<file path="config.mk">
export PLATFORM = sky130hd
export DESIGN_NAME = fft_spectrum_bander_flat
export DESIGN_NICKNAME = d
export VERILOG_FILES = /design/src/rtl/fft_spectrum_bander_if.sv /design/src/rtl/fft_spectrum_bander.sv /design/src/flat_wrapper.sv
export SDC_FILE = /design/constraint.sdc
export NUM_CORES = 1
export LEC_CHECK = 0
export BUFFER_PORTS_ARGS = -buffer_cell sky130_fd_sc_hd__buf_2
export CAP_MARGIN = 20
export CORE_MARGIN = 2
export CORE_UTILIZATION = 68
export CTS_CLUSTER_SIZE = 30
export DETAILED_ROUTE_END_ITERATION = 6
export PLACE_DENSITY_LB_ADDON = 0.3
export SLEW_MARGIN = 0
export SYNTH_ARGS = -nofsm -noshare
export SYNTH_HDL_FRONTEND = slang
export SYNTH_SLANG_ARGS = --single-unit
</file>
<file path="constraint.sdc">
create_clock -name fft_clk -period 14 [get_ports fft_clk]
set_input_delay 0 -clock fft_clk [delete_from_list [all_inputs] [get_ports fft_clk]]
set_output_delay 0 -clock fft_clk [all_outputs]
set_load 0.01 [all_outputs]
</file>
<file path="src/rtl/fft_spectrum_bander_if.sv">
// Bundles the FFT-output stream (sink side) and the VGA register-write bus.
// The bander is the slave; whatever feeds the stream and watches the writes is the master.
interface fft_spectrum_bander_if #(
  parameter int DATA_W = 16,
  parameter int BANDS  = 4
);
  localparam int AW = (BANDS > 1) ? $clog2(BANDS) : 1;

  logic                     sink_valid;
  logic                     sink_ready;
  logic                     sink_sop;
  logic                     sink_eop;
  logic signed [DATA_W-1:0] sink_real;
  logic signed [DATA_W-1:0] sink_imag;
  logic [15:0]              vga_dat;
  logic [AW-1:0]            vga_addr;
  logic                     vga_dowrite;
  logic                     vga_select;
  logic                     frame_err;

  modport master (
    output sink_valid, sink_sop, sink_eop, sink_real, sink_imag,
    input  sink_ready, vga_dat, vga_addr, vga_dowrite, vga_select, frame_err
  );

  modport slave (
    input  sink_valid, sink_sop, sink_eop, sink_real, sink_imag,
    output sink_ready, vga_dat, vga_addr, vga_dowrite, vga_select, frame_err
  );
endinterface

</file>
<file path="src/rtl/fft_spectrum_bander.sv">
// Reduces one FFT frame (SAMPLES bins, sop/eop framed) to BANDS |re|+|im| band sums
// and writes them, saturated to 16 bits, to consecutive VGA registers.
module fft_spectrum_bander #(
  parameter int SAMPLES   = 4096,
  parameter int BANDS     = 4,
  parameter int OUT_SHIFT = 10,
  parameter int DATA_W    = 16
) (
  input logic fft_clk,
  input logic reset,
  fft_spectrum_bander_if.slave bus
);
  localparam int CW      = $clog2(SAMPLES);
  localparam int AW      = (BANDS > 1) ? $clog2(BANDS) : 1;
  localparam int BAND_SH = $clog2(SAMPLES / (2 * BANDS));
  localparam int MAG_W   = DATA_W + 1;
  localparam int ACC_W   = MAG_W + BAND_SH;

  typedef enum logic [1:0] {IDLE, ACCUM, FLUSH} state_t;

  function automatic logic [MAG_W-1:0] abs_mag(input logic signed [DATA_W-1:0] x);
    logic signed [MAG_W-1:0] ext;
    ext = MAG_W'(x);
    return (ext < 0) ? unsigned'(MAG_W'(-ext)) : unsigned'(ext);
  endfunction

  function automatic logic [15:0] sat16(input logic [ACC_W-1:0] a);
    logic [ACC_W-1:0] s;
    s = a >> OUT_SHIFT;
    return (s > ACC_W'(16'hFFFF)) ? 16'hFFFF : 16'(s);
  endfunction

  state_t           state, state_nxt;
  logic [CW-1:0]    cnt;
  logic [AW-1:0]    fidx;
  logic [ACC_W-1:0] acc [BANDS];

  logic             accept, restart, acc_en, cnt_inc, err_nxt, wr_en;
  logic [AW-1:0]    wr_addr;
  logic [CW-1:0]    bin;
  logic [MAG_W-1:0] mag;
  logic [AW-1:0]    band;
  logic             in_half;

  logic [15:0]      dat;
  logic [AW-1:0]    addr;
  logic             dowrite;
  logic             err;

  assign bus.sink_ready  = (state != FLUSH) && !reset;
  assign bus.vga_dat     = dat;
  assign bus.vga_addr    = addr;
  assign bus.vga_dowrite = dowrite;
  assign bus.vga_select  = dowrite;
  assign bus.frame_err   = err;

  assign accept  = bus.sink_valid && bus.sink_ready;
  assign mag     = abs_mag(bus.sink_real) + abs_mag(bus.sink_imag);
  // A restarting beat is always bin 0, whatever cnt currently holds.
  assign bin     = restart ? '0 : cnt;
  assign in_half = bin < CW'(SAMPLES / 2);
  assign band    = AW'(bin >> BAND_SH);

  always_ff @(posedge fft_clk) begin
    if (reset) state <= IDLE;
    else       state <= state_nxt;
  end

  always_comb begin
    state_nxt = state;
    restart   = 1'b0;
    acc_en    = 1'b0;
    cnt_inc   = 1'b0;
    err_nxt   = 1'b0;
    wr_en     = 1'b0;
    wr_addr   = fidx;
    unique case (state)
      IDLE: begin
        if (accept && bus.sink_sop) begin
          if (bus.sink_eop) begin
            err_nxt = 1'b1;
          end else begin
            restart   = 1'b1;
            acc_en    = 1'b1;
            state_nxt = ACCUM;
          end
        end
      end
      ACCUM: begin
        if (accept) begin
          if (bus.sink_sop) begin
            err_nxt = 1'b1;
            restart = 1'b1;
            acc_en  = 1'b1;
          end else if (cnt == CW'(SAMPLES - 1)) begin
            // Last bin is always in the mirror half, so nothing to accumulate here.
            if (bus.sink_eop) begin
              wr_en     = 1'b1;
              wr_addr   = '0;
              state_nxt = FLUSH;
            end else begin
              err_nxt   = 1'b1;
              state_nxt = IDLE;
            end
          end else if (bus.sink_eop) begin
            err_nxt   = 1'b1;
            state_nxt = IDLE;
          end else begin
            acc_en  = 1'b1;
            cnt_inc = 1'b1;
          end
        end
      end
      FLUSH: begin
        if (fidx == AW'(BANDS - 1)) begin
          state_nxt = IDLE;
        end else begin
          wr_en   = 1'b1;
          wr_addr = fidx + AW'(1);
        end
      end
      default: state_nxt = IDLE;
    endcase
  end

  // Accumulate stage: band sums built on the accepting edge
  always_ff @(posedge fft_clk) begin
    if (reset) begin
      cnt  <= '0;
      fidx <= '0;
      for (int b = 0; b < BANDS; b++) acc[b] <= '0;
    end else begin
      if (restart)      cnt <= CW'(1);
      else if (cnt_inc) cnt <= cnt + CW'(1);
      if (wr_en) fidx <= wr_addr;
      for (int b = 0; b < BANDS; b++) begin
        if (restart)
          acc[b] <= (b == 0) ? ACC_W'(mag) : '0;
        else if (acc_en && in_half && band == AW'(b))
          acc[b] <= acc[b] + ACC_W'(mag);
      end
    end
  end

  // Output stage: registered write port and error pulse
  always_ff @(posedge fft_clk) begin
    if (reset) begin
      dat     <= '0;
      addr    <= '0;
      dowrite <= 1'b0;
      err     <= 1'b0;
    end else begin
      err     <= err_nxt;
      dowrite <= wr_en;
      if (wr_en) begin
        addr <= wr_addr;
        dat  <= sat16(acc[wr_addr]);
      end
    end
  end
endmodule

</file>
<file path="src/flat_wrapper.sv">
// flat-port wrapper written by rule: the top's interface ports become plain ports
module fft_spectrum_bander_flat 
#(
  parameter int SAMPLES   = 4096,
  parameter int BANDS     = 4,
  parameter int OUT_SHIFT = 10,
  parameter int DATA_W    = 16
)
  (fft_clk, reset, bus_sink_valid, bus_sink_sop, bus_sink_eop, bus_sink_real, bus_sink_imag, bus_sink_ready, bus_vga_dat, bus_vga_addr, bus_vga_dowrite, bus_vga_select, bus_frame_err);
  fft_spectrum_bander_if #(.DATA_W(DATA_W), .BANDS(BANDS)) bus_i ();
  input logic fft_clk;
  input logic reset;
  input wire logic [$bits(bus_i.sink_valid)-1:0] bus_sink_valid;
  input wire logic [$bits(bus_i.sink_sop)-1:0] bus_sink_sop;
  input wire logic [$bits(bus_i.sink_eop)-1:0] bus_sink_eop;
  input wire logic [$bits(bus_i.sink_real)-1:0] bus_sink_real;
  input wire logic [$bits(bus_i.sink_imag)-1:0] bus_sink_imag;
  output wire logic [$bits(bus_i.sink_ready)-1:0] bus_sink_ready;
  output wire logic [$bits(bus_i.vga_dat)-1:0] bus_vga_dat;
  output wire logic [$bits(bus_i.vga_addr)-1:0] bus_vga_addr;
  output wire logic [$bits(bus_i.vga_dowrite)-1:0] bus_vga_dowrite;
  output wire logic [$bits(bus_i.vga_select)-1:0] bus_vga_select;
  output wire logic [$bits(bus_i.frame_err)-1:0] bus_frame_err;
  assign bus_i.sink_valid = bus_sink_valid;
  assign bus_i.sink_sop = bus_sink_sop;
  assign bus_i.sink_eop = bus_sink_eop;
  assign bus_i.sink_real = bus_sink_real;
  assign bus_i.sink_imag = bus_sink_imag;
  assign bus_sink_ready = bus_i.sink_ready;
  assign bus_vga_dat = bus_i.vga_dat;
  assign bus_vga_addr = bus_i.vga_addr;
  assign bus_vga_dowrite = bus_i.vga_dowrite;
  assign bus_vga_select = bus_i.vga_select;
  assign bus_frame_err = bus_i.frame_err;
  fft_spectrum_bander #(.SAMPLES(SAMPLES), .BANDS(BANDS), .OUT_SHIFT(OUT_SHIFT), .DATA_W(DATA_W)) u_core (.fft_clk(fft_clk), .reset(reset), .bus(bus_i));
endmodule
</file>
---- After elaboration in Yosys (flattened, before gate mapping) ----
Memories as Yosys holds them, arrays and structs flattened.
Index checks and enable logic that the tools add are counted.
storage, ports and cells
  input port bits ......................... 37
  register bits ........................... 34
  memories ................................ 1
  memory bits (writable) .................. 104
operators by class
  add/sub/neg operators ................... 9
  reductions and logical operators ........ 14
  order comparisons ....................... 4
  equality and inequality tests ........... 14
  bitwise operators ....................... 8
  mux-type cells .......................... 73
memory list
  name        depth  width  rd ports  clocked after Yosys merged registers in  write ports  RTL line                   source
  u_core.acc  4      26     5         0                                        4            fft_spectrum_bander.sv:36  logic [ACC_W-1:0] acc [BANDS];
operators by type and width
  operator               count
  $mux 26                8
  $add 26x17->26         4
  $mux 1                 42
  $mux 17                2
  $neg 16->17            2
  $lt 16x1->1 const B    2
  $mux 2                 13
  $add 17x17->17         1
  $gt 16x16->1 const B   1
  $mux 16                1
  $add 12x1->12 const B  1
  $eq 12x12->1 const B   1
  $lt 12x12->1 const B   1
  $mux 12                1
  $eq 2x2->1 const B     4
  $logic_and 1x1->1      8
  $or 1x1->1             8
  $pmux 1 s2             4
  $ne 2x1->1 const B     3
  $ne 2x2->1 const B     3
  $pmux 2 s3             1
  $reduce_and 6->1       1
  $eq 2x1->1 const B     2
  $logic_not 2->1        2
  other kinds (6)        6

---- Logic depth before layout (Yosys ltp) ----
Gate-level depths: netlist of run 1.
  depth in word-level cells ............... 15
  depth in mapped cells ................... 20

---- Worst setup path before layout of run 1 ----
No wires, ideal clock.
  kind .................................... input to register
  from .................................... input bus_sink_imag[6]
  to ...................................... memory u_core.acc[1][18] (netlist name) (data pin)
  path buffers ............................ 0
  arrival ................................. 4573 ps
  setup time .............................. 270 ps
  slack ................................... 9157 ps
  cell stages on the path ................. 17
  required time ........................... 13730 ps
  cell sequence ........................... or4_1 or4_1 nand2_1 xnor2_1 ha_1 a21o_1 or4_1 a21oi_1 xnor2_1 ha_1 a21o_1 a31o_2 o2bb2ai_1 or2_2 o41ai_1 or3_1 a21oi_1
RTL lines
  item             RTL line                   source
  start, declared  flat_wrapper.sv:17         input wire logic [$bits(bus_i.sink_imag)-1:0] bus_sink_imag;
  end, declared    fft_spectrum_bander.sv:36

==> flow_metrics.env, run 1 <==
export IMPL_period_share_pct=38.3
export IMPL_minimum_clock_period_ns=5.36
export IMPL_fp_row_count=46
export IMPL_remaining_drc_errors=0
export IMPL_globalplace_congestion=0.942
export IMPL_routed_wl_um=26600
export IMPL_synth_edf_count=104
export IMPL_ctsHtreeMaxLevel=4
export IMPL_data_required_time_of_the_worst_path_ns=14.14
export IMPL_slew_limit_headroom_pct=34.4
export IMPL_placement_stage_cell_area_um2=11400
export IMPL_total_power_mw=1.69
export IMPL_worstPathCellList="buf_2 > or4_1 > or2_2 > o41ai_1 > xnor2_1 > ha_1 > o21ai_0 > a32oi_1 > a21oi_1 > xnor2_1 > ha_1 > and4_1 > o21ai_0 > o2bb2ai_1 > or2_2 > o41ai_1 > or3_1 > a21oi_1"
export IMPL_max_freq_mhz=187
export IMPL_clock_sink_count=138
export IMPL_post_cts_buffers=0
export IMPL_critPathSlowestCell="sky130_fd_sc_hd__o41ai_1"
export IMPL_criticalPathCategory="in -> reg"
export IMPL_final_setup_viol_count=0
export IMPL_global_route_congestion_overflow_total=0
export IMPL_dieHeight_um=131
export IMPL_dr_total_vias=9536
export IMPL_final_instance_area_um2=12000
export IMPL_max_vdd_ir_drop_uv=115
export IMPL_clkTransAtPathRegs_ns=0.06
export IMPL_synth_ff_latch_count=138
export IMPL_numCtsBuffers=17
export IMPL_drv_max_cap_violation_count=0
export IMPL_yosys_most_used_dff="sky130_fd_sc_hd__edfxtp_1"
export IMPL_sequential_cell_area_um2=3800
export IMPL_pin_count_of_the_biggest_net_entering_global_routing=36
export IMPL_start_util_pct=69.0
export IMPL_final_hold_vio_count=0
export IMPL_nNetsFinal=1395
export IMPL_dp_cells=1447
export IMPL_detail_route_iter0_violations=819
export IMPL_grt_first_pass_wirelength_um=42400
export IMPL_status="finished, final reports clean"
export IMPL_antenna_cells_inserted=0
export IMPL_sum_of_buffers_and_inverters_on_the_critical_path=1
export IMPL_grt_setup_unrepaired="false"
export IMPL_critPathArrivalTime_ns=5.50
export IMPL_ant_nets=0
export IMPL_first_global_vias=8898
export IMPL_stdcell_count=1482
export IMPL_cellPowerDensity_nw_per_um2=141
export IMPL_synthesized_cell_area_um2=10900
export IMPL_core_um2=15800
export IMPL_async_flop_share_pct=0
export IMPL_timing_critical_path_fanout_max=8
export IMPL_dp_hpwl_um=19200
export IMPL_fin_setup_tns_ns=0
export IMPL_syn_area_per_cell_um2=9.11
export IMPL_multi_input_comb_area_um2=6840
export IMPL_cp_end_kind="flip-flop"
export IMPL_post_place_ws_ns=8.33
export IMPL_drv_slew=0
export IMPL_worst_clock_skew_ns=0.0206
export IMPL_hold_ws_ns=0.0258
export IMPL_yosys_warnings=0
export IMPL_drt_pass1_iter_count=6
export IMPL_max_stage_delay_ns=0.76
export IMPL_power_leakage_nw=5.04
export IMPL_postLayoutCoreUtil_pct=76.3
export IMPL_hold_path_class="in -> reg"
export IMPL_synth_nets=1337
export IMPL_port_buffer_count=58
export IMPL_post_synth_inst_count=1195
export IMPL_area_growth_synth_to_final_pct=10.5
export IMPL_post_drt_wl_per_cell_um=17.9
export IMPL_boundaryPins=59
export IMPL_startpoint_type="primary input"
export IMPL_die_width_um=131
export IMPL_cts_tree="built"
export IMPL_pin_slew_with_the_least_headroom_to_its_limit_ns=0.984
export IMPL_critical_path_top_delay_family="compound AO/OA/AOI/OAI gates"
export IMPL_grt_antenna_before_repair=0
export IMPL_die_area_um2=17000
export IMPL_synth_yosys_seq_area_share_pct=34.9
export IMPL_cts_root_buffer_cell="sky130_fd_sc_hd__clkbuf_16"
export IMPL_grt_util_all_layers_pct=31.6
export IMPL_setup_reg_to_reg_worst_slack_ns=10.42
export IMPL_fillCellCount=1162
export IMPL_netlist_cell_type_count=72
export IMPL_post_route_cells_drive_above_1_share_pct=8.85
export IMPL_ctsResizeCount=0
export IMPL_cts_root_to_sink_buffers=2
export IMPL_clk_latency_ns=0.44
export IMPL_pnr_worst_setup_slack_ns=8.64
export IMPL_drt_vias_per_instance=6.43
[state kept, by name (all words and copies together), names as in the netlist]
name and count:
u_core.bus.frame_err 1, u_core.fidx 2, u_core.state 2, u_core.bus.vga_dat 16, u_core.bus.vga_dowrite 1, u_core.cnt 12, u_core.acc 104
[synthesized netlist by cell type (14+ instances only)]
master	n	share of area [%]
sky130_fd_sc_hd__a21oi_1	88	4.0
sky130_fd_sc_hd__mux2i_1	36	3.3
sky130_fd_sc_hd__a211oi_1	16	1.1
sky130_fd_sc_hd__xnor2_1	62	5.0
sky130_fd_sc_hd__and3_1	14	0.80
sky130_fd_sc_hd__clkbuf_1	22	0.76
sky130_fd_sc_hd__nand2_1	102	3.5
sky130_fd_sc_hd__ha_1	100	11
sky130_fd_sc_hd__inv_1	37	1.3
sky130_fd_sc_hd__nor3_1	28	1.3
sky130_fd_sc_hd__nand2b_1	20	1.1
sky130_fd_sc_hd__nand3_1	30	1.4
sky130_fd_sc_hd__nor2_1	131	4.5
sky130_fd_sc_hd__dfxtp_1	34	6.3
sky130_fd_sc_hd__o221ai_1	19	1.5
sky130_fd_sc_hd__or3_1	21	1.2
sky130_fd_sc_hd__o21ai_0	73	3.4
sky130_fd_sc_hd__xor2_1	51	4.1
sky130_fd_sc_hd__a21o_1	27	1.9
sky130_fd_sc_hd__edfxtp_1	104	29
[area by class of cell]
cell class                 instances  area share, %
clock buffer                      23           4.34
clock inverter                     9          0.479
inverter                          37           1.15
multi-input combinational        990           56.8
sequential                       138           31.6
tap                              216           2.25
timing repair buffer              69           3.31
[path summary, 6_finish.rpt]
check,endpoint,cells past startpoint,from
setup / recovery,u_core.acc[1][22],18,bus_sink_real[4]
hold / removal,u_core.bus.frame_err,3,bus_sink_valid
hold reg to reg,u_core.bus.vga_dat[11],2,u_core.bus.vga_dat[11]
setup reg to reg,u_core.acc[1][22],9,u_core.acc[1][0]
[routing by layer]
layer	share of wire [%]	vias to the layer above	global-route usage, %
met2	48	389	53.7
li1	-	4585	-
met1	44	4510	40.9
met3	6.2	52	5.29
met4	2.3	0	11.5
met5	0	-	0
[where the power goes]
group | leakage (nW) | internal, mW | total, mW | switching [mW]
combinational | 3.41 | 0.310 | 0.781 | 0.470
clock | 0.289 | 0.263 | 0.442 | 0.179
sequential | 1.34 | 0.458 | 0.471 | 0.0136
total | 5.04 | 1.03 | 1.69 | 0.663
[worst register-to-register path, cell delays in order, from the launching register on]
cell,delay (ns)
sky130_fd_sc_hd__edfxtp_1,0.38
sky130_fd_sc_hd__ha_1,0.24
sky130_fd_sc_hd__fa_1,0.43
sky130_fd_sc_hd__a211oi_1,0.34
sky130_fd_sc_hd__o21ai_0,0.30
sky130_fd_sc_hd__nor4bb_1,0.23
sky130_fd_sc_hd__or2_2,0.33
sky130_fd_sc_hd__o41ai_1,0.76
sky130_fd_sc_hd__or3_1,0.21
sky130_fd_sc_hd__a21oi_1,0.06
[cell usage in the layout (no fill, tap or decap), drive strengths merged, types with 10 or more instances in the layout]
cell	instances
a31oi	11
xnor2	62
o21ai	74
ha	100
and3	14
xor2	51
nor3	28
nand2	102
mux2i	36
o221ai	19
nor2	131
nand2b	20
dfxtp	34
or3	22
nand4	11
inv	40
buf	67
o31ai	10
a211oi	16
clkbuf	23
edfxtp	104
o21a	10
a21oi	88
nand3	30
a21o	27
[timing repair]
item / 4_1_cts / 5_1_grt
hold buffers: 2 / 0
endpoints found under the hold margin: 7 / 0
endpoints found under the setup margin: 0 / 0
[kinds of logic (layout without fill, tap and decap cells)]
kind of cell,after synthesis,after routing,synth area share [%]
fa+ha+maj,105,105,12.4
simple gates,405,405,17.8
mux,36,36,3.31
flops,138,138,34.9
compound gates,331,331,20.0
xor+xnor,113,113,9.09
buf+inv,67,138,2.43
(Power assumes the default switching activity.)
==> run 2: changes to the inputs <==
--- a/config.mk
+++ b/config.mk
@@ -8,7 +8,7 @@
 export BUFFER_PORTS_ARGS = -buffer_cell sky130_fd_sc_hd__buf_2
 export CAP_MARGIN = 20
 export CORE_MARGIN = 2
-export CORE_UTILIZATION = 68
+export CORE_UTILIZATION = 57
 export CTS_CLUSTER_SIZE = 30
 export DETAILED_ROUTE_END_ITERATION = 6
 export PLACE_DENSITY_LB_ADDON = 0.3
==> constraint.sdc (replaced) <==
create_clock -name fft_clk -period 4.4 [get_ports fft_clk]
set_input_delay 0 -clock fft_clk [delete_from_list [all_inputs] [get_ports fft_clk]]
set_output_delay 0 -clock fft_clk [all_outputs]
set_load 0.01 [all_outputs]
==> flow_metrics.env, run 2 (synthesis gave the netlist of run 1 again) <==
export IMPL_power_leakage_nw=5.93
export IMPL_switching_share_pct=38.1
export IMPL_pnr_worst_setup_slack_ns=-0.00137
export IMPL_drv_slew=0
export IMPL_drt_pass1_iter_count=6
export IMPL_postLayoutCoreUtil_pct=73.9
export IMPL_dp_cells=1615
export IMPL_max_freq_mhz=227
export IMPL_grt_setup_unrepaired="true"
export IMPL_numCtsBuffers=17
export IMPL_globalplace_congestion=0.944
export IMPL_rr_startpoint="u_core.cnt[3]"
export IMPL_grt_antenna_before_repair=0
export IMPL_clk_latency_ns=0.42
export IMPL_sum_of_buffers_and_inverters_on_the_critical_path=2
export IMPL_area_growth_synth_to_final_pct=26.9
export IMPL_drt_vias_per_instance=6.20
export IMPL_criticalPathCategory="in -> reg"
export IMPL_ctsHtreeMaxLevel=4
export IMPL_power_sequential_fraction_pct=23.7
export IMPL_hold_ws_ns=0.107
export IMPL_routed_wl_um=30400
export IMPL_cellPowerDensity_nw_per_um2=459
export IMPL_max_vdd_ir_drop_uv=338
export IMPL_worstPathCellList="buf_6 > or4_4 > or4_4 > or3_4 > o31ai_4 > xnor2_1 > ha_2 > and3_4 > a221oi_4 > xnor2_4 > ha_4 > buf_6 > o31ai_4 > a21oi_2 > a32o_2 > or3_4 > a21oi_4 > xor2_1 > nor2_1"
export IMPL_p_comb_share_pct=53.9
export IMPL_pwr_share_clk_pct=22.4
export IMPL_largest_reg_flops=104
export IMPL_violations="setup timing"
export IMPL_die_area_um2=20200
export IMPL_total_power_mw=6.35
export IMPL_first_global_vias=9696
export IMPL_pin_count_of_the_biggest_net_entering_global_routing=28
export IMPL_critical_path_top_delay_family="simple AND/OR/NAND/NOR gates"
export IMPL_startpoint_type="primary input"
export IMPL_remaining_drc_errors=0
export IMPL_dp_hpwl_um=21800
export IMPL_intPower_mw=3.93
export IMPL_nNetsFinal=1555
export IMPL_final_hold_vio_count=0
export IMPL_hold_path_end="u_core.state[1]"
export IMPL_critPathSlowestCell="sky130_fd_sc_hd__or4_4"
export IMPL_cts_root_buffer_cell="sky130_fd_sc_hd__clkbuf_16"
export IMPL_final_setup_viol_count=1
export IMPL_ant_nets=0
export IMPL_largest_register="u_core.acc"
export IMPL_post_route_cells_drive_above_1_share_pct=23.7
export IMPL_detail_route_iter0_violations=900
export IMPL_cell_depth_of_the_worst_hold_path=4
export IMPL_clkTransAtPathRegs_ns=0.06
export IMPL_setup_reg_to_reg_worst_slack_ns=0.89
export IMPL_cp_end_kind="flip-flop"
export IMPL_start_util_pct=58.2
export IMPL_core_um2=18700
export IMPL_post_drt_wl_per_cell_um=18.3
export IMPL_max_stage_delay_ns=0.53
export IMPL_antenna_cells_inserted=0
export IMPL_worst_clock_skew_ns=0.00692
export IMPL_cts_tree="built"
export IMPL_reg2reg_to="u_core.acc[1][25]"
export IMPL_boundaryPins=59
export IMPL_global_route_congestion_overflow_total=0
export IMPL_grt_util_all_layers_pct=29.6
export IMPL_critPathArrivalTime_ns=4.57
export IMPL_period_share_pct=100
export IMPL_status="finished with violations"
export IMPL_placement_stage_cell_area_um2=12700
export IMPL_fp_row_count=50
export IMPL_minimum_clock_period_ns=4.40
export IMPL_dieHeight_um=142
export IMPL_rr_worst_depth=10
export IMPL_stdcell_count=1660
export IMPL_switching_power_mw=2.42
export IMPL_slew_limit_headroom_pct=38.4
export IMPL_highest_count_cells_in_the_layout_ignoring_fill_and_taps="163 x sky130_fd_sc_hd__buf_4, 130 x sky130_fd_sc_hd__nor2_1, 104 x sky130_fd_sc_hd__edfxtp_1, 99 x sky130_fd_sc_hd__nand2_1, 91 x sky130_fd_sc_hd__ha_1"
export IMPL_die_width_um=142
export IMPL_grt_first_pass_wirelength_um=47700
export IMPL_mostFrequentLayoutCell="sky130_fd_sc_hd__buf_4"
export IMPL_timing_critical_path_fanout_max=5
export IMPL_port_buffer_count=58
export IMPL_pin_slew_with_the_least_headroom_to_its_limit_ns=0.923
export IMPL_hold_path_startpoint="bus_sink_eop"
export IMPL_clock_sink_count=138
export IMPL_final_instance_area_um2=13800
export IMPL_drv_max_cap_violation_count=0
export IMPL_cts_root_to_sink_buffers=2
export IMPL_hold_path_class="in -> reg"
export IMPL_data_required_time_of_the_worst_path_ns=4.57
export IMPL_dr_total_vias=10300
run 2: cell types whose count changed in the layout (fill, tap and decap cells not counted), sizes merged:
cell	before	now
dlygate4sd3	2	3
clkbuf	23	24
clkinvlp	1	0
clkinv	5	3
inv	40	42
buf	67	226
run 2: layer usage:
layer / global-route usage (%) / share of wire (%)
met1: 39.6 / 42
met2: 49.2 / 49
met3: 4.68 / 7.0
met4: 9.95 / 2.1
met5: 0 / 0
run 2: worst max-delay path by stage:
stage	start	endpoint	slack (ns)	cells past startpoint
after floorplan	bus_sink_imag[3]	u_core.acc[1][18]	-0.03	17
after global placement	bus_sink_imag[3]	u_core.acc[2][16]	-0.39	18
after detailed placement	bus_sink_imag[3]	u_core.acc[2][22]	-0.50	19
after CTS	bus_sink_imag[3]	u_core.acc[2][22]	0.003	19
after global routing	bus_sink_real[6]	u_core.acc[2][16]	-0.15	20
final	bus_sink_imag[5]	u_core.acc[2][16]	-0.001	19
run 2: what timing repair did:
action / in CTS / in global routing
pin swaps: 3 / 34
endpoints found under the hold margin: 7 / 0
hold buffers: 3 / 0
gates resized for setup: 5 / 66
setup buffers: 0 / 10
setup endpoints to repair: 8 / 43
run 2: area by class of cell:
cell class,count,area [µm²]
multi-input combinational,990,7360
sequential,138,3800
clock buffer,24,536
timing repair buffer,229,1640
tap,234,293
inverter,37,139
clock inverter,8,48.8
fill,1293,4890
run 2: power groups by stage:
stage | Clock, mW | Sequential (mW) | Combinational, mW
after floorplan | 0 | 1.51 | 1.96
after global placement | 0 | 1.52 | 2.96
after detailed placement | 0 | 1.52 | 3.05
after CTS | 1.43 | 1.50 | 3.11
after global routing | 1.48 | 1.51 | 3.72
final | 1.42 | 1.50 | 3.42
run 2: worst register-to-register path, cell delays in order, from the launching register on:
cell	delay, ns
sky130_fd_sc_hd__dfxtp_1	0.40
sky130_fd_sc_hd__nand4_1	0.22
sky130_fd_sc_hd__nor4_1	0.77
sky130_fd_sc_hd__inv_1	0.19
sky130_fd_sc_hd__ha_1	0.24
sky130_fd_sc_hd__nand2_1	0.11
sky130_fd_sc_hd__or3_4	0.17
sky130_fd_sc_hd__or3b_1	0.16
sky130_fd_sc_hd__or2_1	0.73
sky130_fd_sc_hd__or4_1	0.23
sky130_fd_sc_hd__nand2_1	0.05
run 2: metrics by stage:
| stage | setup WS [ns] | TNS (ns) |
|---|---|---|
| after CTS | 0.00327 | 0 |
| after floorplan | -0.0308 | -0.106 |
| after detailed placement | -0.501 | -13.30 |
| final | -0.00137 | -0.00137 |
| after global placement | -0.388 | -9.44 |
| after global routing | -0.151 | -1.02 |
